<file path="config.mk">
export PLATFORM = sky130hd
export DESIGN_NAME = shift_sweep_seq_flat
export DESIGN_NICKNAME = d
export VERILOG_FILES = /design/src/rtl/shift_sweep_seq_pkg.sv /design/src/rtl/shift_sweep_seq_if.sv /design/src/rtl/shift_sweep_seq.sv /design/src/flat_wrapper.sv
export SDC_FILE = /design/constraint.sdc
export NUM_CORES = 1
export LEC_CHECK = 0
export CAP_MARGIN = 20
export CORE_MARGIN = 2
export CORE_UTILIZATION = 47
export DETAILED_ROUTE_END_ITERATION = 7
export PLACE_DENSITY_LB_ADDON = 0.05
export RECOVER_POWER = 50
export SYNTH_ARGS = -nofsm -noshare
export SYNTH_HDL_FRONTEND = slang
export SYNTH_SLANG_ARGS = --single-unit
export TNS_END_PERCENT = 1
</file>
<file path="constraint.sdc">
create_clock -name clk -period 2.35 [get_ports clk]
set_input_delay 0.47 -clock clk [delete_from_list [all_inputs] [get_ports clk]]
set_output_delay 0.47 -clock clk [all_outputs]
set_load 0.02 [all_outputs]
</file>
<file path="src/rtl/shift_sweep_seq_pkg.sv">
// ---------------------------------------------------------------------------
// shift_pkg
// Shared definitions for the shift sweep sequencer: default operand/amount
// widths and the controller state encoding.
// ---------------------------------------------------------------------------
package shift_pkg;

  // Default operand/result width and the matching shift-amount width
  localparam int DATA_W_DEF = 8;
  localparam int AMT_W_DEF  = $clog2(DATA_W_DEF);

  // Sequencer states
  typedef enum logic [1:0] {
    IDLE  = 2'd0,
    DRIVE = 2'd1,
    WAIT  = 2'd2,
    FIN   = 2'd3
  } state_e;

endpackage

</file>
<file path="src/rtl/shift_sweep_seq_if.sv">
// ---------------------------------------------------------------------------
// shift_sweep_seq_if
// Bundles the request, shifter and result signals of the sweep sequencer.
//   start/op_in/amt_lo/amt_hi/clr : sweep request and abort
//   sh_a/sh_amt/sh_y              : downstream shifter operand, amount, result
//   res_data/res_amt/res_valid/res_ready : result stream with handshake
//   busy/done/err                 : status
// The slave modport is the sequencer; master is whoever drives it.
// ---------------------------------------------------------------------------
interface shift_sweep_seq_if
  import shift_pkg::*;
#(
  parameter int DATA_W = DATA_W_DEF,
  parameter int AMT_W  = AMT_W_DEF
);

  logic              start;
  logic [DATA_W-1:0] op_in;
  logic [AMT_W-1:0]  amt_lo;
  logic [AMT_W-1:0]  amt_hi;
  logic              clr;
  logic [DATA_W-1:0] sh_a;
  logic [AMT_W-1:0]  sh_amt;
  logic [DATA_W-1:0] sh_y;
  logic [DATA_W-1:0] res_data;
  logic [AMT_W-1:0]  res_amt;
  logic              res_valid;
  logic              res_ready;
  logic              busy;
  logic              done;
  logic              err;

  modport slave (
    input  start, op_in, amt_lo, amt_hi, clr, sh_y, res_ready,
    output sh_a, sh_amt, res_data, res_amt, res_valid, busy, done, err
  );

  modport master (
    output start, op_in, amt_lo, amt_hi, clr, sh_y, res_ready,
    input  sh_a, sh_amt, res_data, res_amt, res_valid, busy, done, err
  );

endinterface

</file>
<file path="src/rtl/shift_sweep_seq.sv">
// ---------------------------------------------------------------------------
// shift_sweep_seq
// Sweeps an external combinational shifter over the amounts amt_lo..amt_hi
// for a single latched operand, emitting one (amount, result) pair per step
// through a valid/ready handshake.
//   clk   : rising-edge clock
//   rst_n : asynchronous active-low reset
//   bus   : shift_sweep_seq_if slave modport (request, shifter, result, status)
// ---------------------------------------------------------------------------
module shift_sweep_seq
  import shift_pkg::*;
#(
  parameter int DATA_W = DATA_W_DEF,
  parameter int AMT_W  = AMT_W_DEF
) (
  input logic              clk,
  input logic              rst_n,
  shift_sweep_seq_if.slave bus
);

  state_e            state_q,    state_d;
  logic [AMT_W-1:0]  curAmt_q,   curAmt_d;
  logic [AMT_W-1:0]  amtHi_q,    amtHi_d;
  logic [DATA_W-1:0] shA_q,      shA_d;
  logic [AMT_W-1:0]  shAmt_q,    shAmt_d;
  logic [DATA_W-1:0] resData_q,  resData_d;
  logic [AMT_W-1:0]  resAmt_q,   resAmt_d;
  logic              resValid_q, resValid_d;
  logic              done_q,     done_d;
  logic              err_q,      err_d;

  // Next-state logic. clr wins over everything, including a start or a
  // handshake in the same cycle. done/err are registered so they are high
  // exactly while the controller sits in FIN.
  always_comb begin
    state_d    = state_q;
    curAmt_d   = curAmt_q;
    amtHi_d    = amtHi_q;
    shA_d      = shA_q;
    shAmt_d    = shAmt_q;
    resData_d  = resData_q;
    resAmt_d   = resAmt_q;
    resValid_d = resValid_q;
    done_d     = 1'b0;
    err_d      = 1'b0;

    if (bus.clr) begin
      state_d    = IDLE;
      resValid_d = 1'b0;
    end else begin
      case (state_q)
        IDLE: begin
          if (bus.start) begin
            if (bus.amt_lo <= bus.amt_hi) begin
              curAmt_d = bus.amt_lo;
              amtHi_d  = bus.amt_hi;
              shA_d    = bus.op_in;
              shAmt_d  = bus.amt_lo;
              state_d  = DRIVE;
            end else begin
              state_d = FIN;
              done_d  = 1'b1;
              err_d   = 1'b1;
            end
          end
        end
        DRIVE: begin
          resData_d  = bus.sh_y;
          resAmt_d   = curAmt_q;
          resValid_d = 1'b1;
          state_d    = WAIT;
        end
        WAIT: begin
          // Compare before incrementing so a top-of-range amt_hi never wraps
          if (resValid_q && bus.res_ready) begin
            resValid_d = 1'b0;
            if (curAmt_q == amtHi_q) begin
              state_d = FIN;
              done_d  = 1'b1;
            end else begin
              curAmt_d = curAmt_q + 1'b1;
              shAmt_d  = curAmt_q + 1'b1;
              state_d  = DRIVE;
            end
          end
        end
        FIN: begin
          state_d = IDLE;
        end
        default: begin
          state_d = IDLE;
        end
      endcase
    end
  end

  // State registers; reset clears every output immediately, even mid-sweep
  always_ff @(posedge clk or negedge rst_n) begin
    if (!rst_n) begin
      state_q    <= IDLE;
      curAmt_q   <= '0;
      amtHi_q    <= '0;
      shA_q      <= '0;
      shAmt_q    <= '0;
      resData_q  <= '0;
      resAmt_q   <= '0;
      resValid_q <= 1'b0;
      done_q     <= 1'b0;
      err_q      <= 1'b0;
    end else begin
      state_q    <= state_d;
      curAmt_q   <= curAmt_d;
      amtHi_q    <= amtHi_d;
      shA_q      <= shA_d;
      shAmt_q    <= shAmt_d;
      resData_q  <= resData_d;
      resAmt_q   <= resAmt_d;
      resValid_q <= resValid_d;
      done_q     <= done_d;
      err_q      <= err_d;
    end
  end

  assign bus.sh_a      = shA_q;
  assign bus.sh_amt    = shAmt_q;
  assign bus.res_data  = resData_q;
  assign bus.res_amt   = resAmt_q;
  assign bus.res_valid = resValid_q;
  assign bus.busy      = (state_q != IDLE);
  assign bus.done      = done_q;
  assign bus.err       = err_q;

endmodule
</file>
<file path="src/flat_wrapper.sv">
// flat-port wrapper written by rule: the top's interface ports become plain ports
module shift_sweep_seq_flat import shift_pkg::*;
#(
  parameter int DATA_W = DATA_W_DEF,
  parameter int AMT_W  = AMT_W_DEF
)
  (clk, rst_n, bus_start, bus_op_in, bus_amt_lo, bus_amt_hi, bus_clr, bus_sh_y, bus_res_ready, bus_sh_a, bus_sh_amt, bus_res_data, bus_res_amt, bus_res_valid, bus_busy, bus_done, bus_err);
  shift_sweep_seq_if #(.DATA_W(DATA_W), .AMT_W(AMT_W)) bus_i ();
  input logic clk;
  input logic rst_n;
  input wire logic [$bits(bus_i.start)-1:0] bus_start;
  input wire logic [$bits(bus_i.op_in)-1:0] bus_op_in;
  input wire logic [$bits(bus_i.amt_lo)-1:0] bus_amt_lo;
  input wire logic [$bits(bus_i.amt_hi)-1:0] bus_amt_hi;
  input wire logic [$bits(bus_i.clr)-1:0] bus_clr;
  input wire logic [$bits(bus_i.sh_y)-1:0] bus_sh_y;
  input wire logic [$bits(bus_i.res_ready)-1:0] bus_res_ready;
  output wire logic [$bits(bus_i.sh_a)-1:0] bus_sh_a;
  output wire logic [$bits(bus_i.sh_amt)-1:0] bus_sh_amt;
  output wire logic [$bits(bus_i.res_data)-1:0] bus_res_data;
  output wire logic [$bits(bus_i.res_amt)-1:0] bus_res_amt;
  output wire logic [$bits(bus_i.res_valid)-1:0] bus_res_valid;
  output wire logic [$bits(bus_i.busy)-1:0] bus_busy;
  output wire logic [$bits(bus_i.done)-1:0] bus_done;
  output wire logic [$bits(bus_i.err)-1:0] bus_err;
  assign bus_i.start = bus_start;
  assign bus_i.op_in = bus_op_in;
  assign bus_i.amt_lo = bus_amt_lo;
  assign bus_i.amt_hi = bus_amt_hi;
  assign bus_i.clr = bus_clr;
  assign bus_i.sh_y = bus_sh_y;
  assign bus_i.res_ready = bus_res_ready;
  assign bus_sh_a = bus_i.sh_a;
  assign bus_sh_amt = bus_i.sh_amt;
  assign bus_res_data = bus_i.res_data;
  assign bus_res_amt = bus_i.res_amt;
  assign bus_res_valid = bus_i.res_valid;
  assign bus_busy = bus_i.busy;
  assign bus_done = bus_i.done;
  assign bus_err = bus_i.err;
  shift_sweep_seq #(.DATA_W(DATA_W), .AMT_W(AMT_W)) u_core (.clk(clk), .rst_n(rst_n), .bus(bus_i));
endmodule
</file>
==> results.py <==
metrics = {
    "logic_synthesis": {
        "synth-simple-area-share_pct": 12.2,
        "yosys.cell_types.count": 31,
        "synth_seq_cells": 30,
        "synth_compound_area_share_pct": 5.97,
        "synthesis.nets": 141,
        "yosys_warnings": 0,
        "synthAdderAreaFrac_pct": 3.51,
        "synth_top_family_by_area": "multiplexers",
        "netlist_instances": 110,
        "synth_area_um2": 1430,
        "synth-xor-area-share_pct": 1.84,
        "synth_mux_area_share_pct": 20.7,
        "synth_area_per_cell_um2": 13.0,
        "yosysSeqAreaShare_pct": 52.7,
    },
    "timing": {
        "slew_violations": 31,
        "fin_skew_ns": 0.00380,
        "max_freq_mhz": 450,
        "hold_slack_ns": 0.513,
        "totalNegativeSetupSlack_ns": 0,
        "worst_pin_slew_ns": 1.61,
        "worst_slack_ns": 0.130,
        "timing.final.crit_share_pct": 94.5,
        "period_needed_ns": 2.22,
        "setup_violations": 0,
        "rsz0062_at_grt": "no",
        "hold_viol_final": 0,
        "max_slew_margin_pct": -7.08,
    },
    "detailed_routing": {
        "wl_um": 2930,
        "drtAntennaViolNets": 0,
        "drt_pre_antenna_iters": 4,
        "wl_per_cell_um": 14.2,
        "vias_per_cell": 5.30,
        "drc": 0,
        "vias": 1091,
        "drt_iter0_drc": 20,
    },
    "power_and_ir_drop": {
        "powerDensity_nw_per_um2": 1040,
        "worst_ir_drop_vdd_v": 0.000699,
        "finalPower_mw": 2.16,
        "p_leak_nw": 0.923,
    },
    "clocking": {
        "cts_buffers": 5,
        "clkLatencyLatePin_ns": 0.33,
        "cts_root_buffer": "clkbuf_4",
        "hold_buffers": 0,
        "cts_buffer_depth": 2,
        "cts-resized-gates": 0,
        "cts_tree": "built",
        "cts_setup_buffers": 0,
        "clock-sinks": 30,
        "cts_htree_levels": 2,
        "clk_pin_slew_ns": 0.09,
    },
    "finish": {
        "layout.nets": 205,
        "layout-drive-gt1-share_pct": 22.9,
        "area_growth_pct": 45.6,
        "num_antenna_cells": 0,
        "num-fill-cells": 212,
        "layout_common_cells": "clkdlybuf4s50_1 (50), dfrtp_1 (30), mux2_2 (12)",
        "layout_commonest_cell": "clkdlybuf4s50_1",
    },
    "critical_path": {
        "critPathMaxFanout": 11,
        "start_kind": "input pin",
        "r2r_end": "u_core.curAmt_q[0]$_DFFE_PN0P_",
        "arrival_ns": 2.44,
        "rrSetupSlack_ns": 0.55,
        "r2r_start": "u_core.state_q[1]$_DFFE_PN0P_",
        "reg2reg_depth": 5,
        "crit_type": "input pin to flop",
        "required_ns": 2.57,
        "endpoint_kind": "flop",
    },
    "global_route": {
        "antenna_found_initial": 0,
        "grt_pass1_wl_um": 4930,
        "grt_max_degree": 31,
        "grt_pass1_vias": 1141,
        "grt_overflow": 0,
        "track_usage_pct": 19.0,
    },
    "place": {
        "portBuffers": 52,
        "hpwl_um": 2200,
        "place_congestion": 0.814,
        "pre_cts_ws_ns": -0.223,
    },
    "run_status": {
        "status": "finished with violations",
        "violations": "max-capacitance violations, max-slew violations",
    },
    "die": {
        "start_util_pct": 50.4,
        "die-area_um2": 3490,
        "core_um2": 2830,
        "die_w_um": 59.1,
        "die_y_um": 59.1,
        "rows": 19,
        "ioPinCount": 53,
    },
    "worst_hold_path": {
        "hold_depth": 1,
        "hp-start": "u_core.bus.res_data[5]$_DFFE_PN0P_",
        "holdPathEnd": "u_core.bus.res_data[5]$_DFFE_PN0P_",
        "hold_path.class": "flop to flop",
    },
    "flow_run": {
        "maxCapViolations": 1,
    },
}
flip-flops by register name, summed over array words and instances, names as in the netlist:
register	flops
u_core.amtHi_q	3
u_core.bus.res_valid	1
u_core.curAmt_q	3
u_core.bus.err	1
u_core.bus.res_amt	3
u_core.bus.done	1
u_core.state_q	2
u_core.bus.res_data	8
u_core.bus.sh_a	8
kinds of logic (layout without fill, tap and decap cells):
family | Yosys count | count (layout)
multiplexers | 23 | 23
AND/OR/NAND/NOR | 30 | 30
AO/OA/AOI/OAI | 11 | 11
buffers and inverters | 9 | 74
flip-flops | 30 | 30
XOR/XNOR | 3 | 3
adder cells (fa/ha/maj) | 4 | 4
layer usage:
metal,vias to the layer above,part of all wire (%),track usage (%)
li1,520,-,-
met1,524,42,23.1
met2,38,50,30.3
met3,9,6.0,6.99
met4,0,2.2,8.12
met5,-,0,0
report_power, final:
group	switching [mW]	internal, mW	total [mW]
logic	0.422	0.568	0.989
clock network	0.181	0.144	0.324
registers	0.143	0.702	0.845
per-stage QoR:
stage / instance area [um2] / instances / util [%]
2_1_floorplan: 1430 / 110 / -
3_3_place_gp: 2030 / 198 / 71.7
3_5_place_dp: 2030 / 198 / 71.7
4_1_cts: 2090 / 206 / 73.9
5_1_grt: 2070 / 206 / 73.3
6_report: 2070 / 206 / 73.3
critical path: stages:
cell and delay (ns):
clkdlybuf4s50_1 0.49, inv_1 0.05, ha_1 0.31, a211oi_2 0.21, nor3_1 0.10, or3_4 0.48
mux2_4 0.33
worst max-delay path by stage:
stage,end,slack (ns),from
floorplan,u_core.amtHi_q[0]$_DFFE_PN0P_,0.31,bus_amt_hi[1]
global placement,u_core.amtHi_q[2]$_DFFE_PN0P_,-0.17,bus_amt_hi[1]
detailed placement,u_core.amtHi_q[0]$_DFFE_PN0P_,-0.22,bus_amt_hi[1]
CTS,u_core.bus.sh_a[1]$_DFFE_PN0P_,0.15,bus_amt_hi[1]
global route,u_core.amtHi_q[1]$_DFFE_PN0P_,0.07,rst_n
finish,u_core.bus.sh_a[1]$_DFFE_PN0P_,0.13,bus_amt_hi[1]
cell usage after synthesis:
cell	number	area [um2]
nand3b_1	1	7.51
nor3_1	5	25.0
a211oi_2	2	25.0
nor3b_1	2	15.0
a211oi_1	1	7.51
o21ai_0	3	15.0
buf_6	1	11.3
ha_1	4	50.1
nor2_1	7	26.3
nor4_1	2	12.5
xnor2_1	3	26.3
nor2b_1	1	6.26
buf_2	2	10.0
and3_1	1	6.26
dfrtp_1	30	751
a211o_1	1	8.76
nand2_1	4	15.0
a31oi_1	2	12.5
or2b_1	1	7.51
nand4_1	1	6.26
mux2_2	12	135
mux2_4	10	150
inv_1	6	22.5
nand3_1	1	5.00
mux2i_1	1	10.0
or2_1	1	6.26
nand3_2	1	10.0
o22a_1	1	8.76
or3_4	1	11.3
o31ai_1	1	7.51
nand2b_4	1	13.8
layout make-up:
| class | count | area (um2) | area share (%) |
|---|---|---|---|
| multi-input cells | 71 | 626 | 30.2 |
| clock buffers | 6 | 51.3 | 2.47 |
| flip-flops and latches | 30 | 751 | 36.2 |
| clock inverters | 2 | 12.5 | 0.603 |
| inverters | 6 | 22.5 | 1.09 |
| repair buffers | 60 | 573 | 27.6 |
| well taps | 31 | 38.8 | 1.87 |
Power figures use the tool's default switching activity.
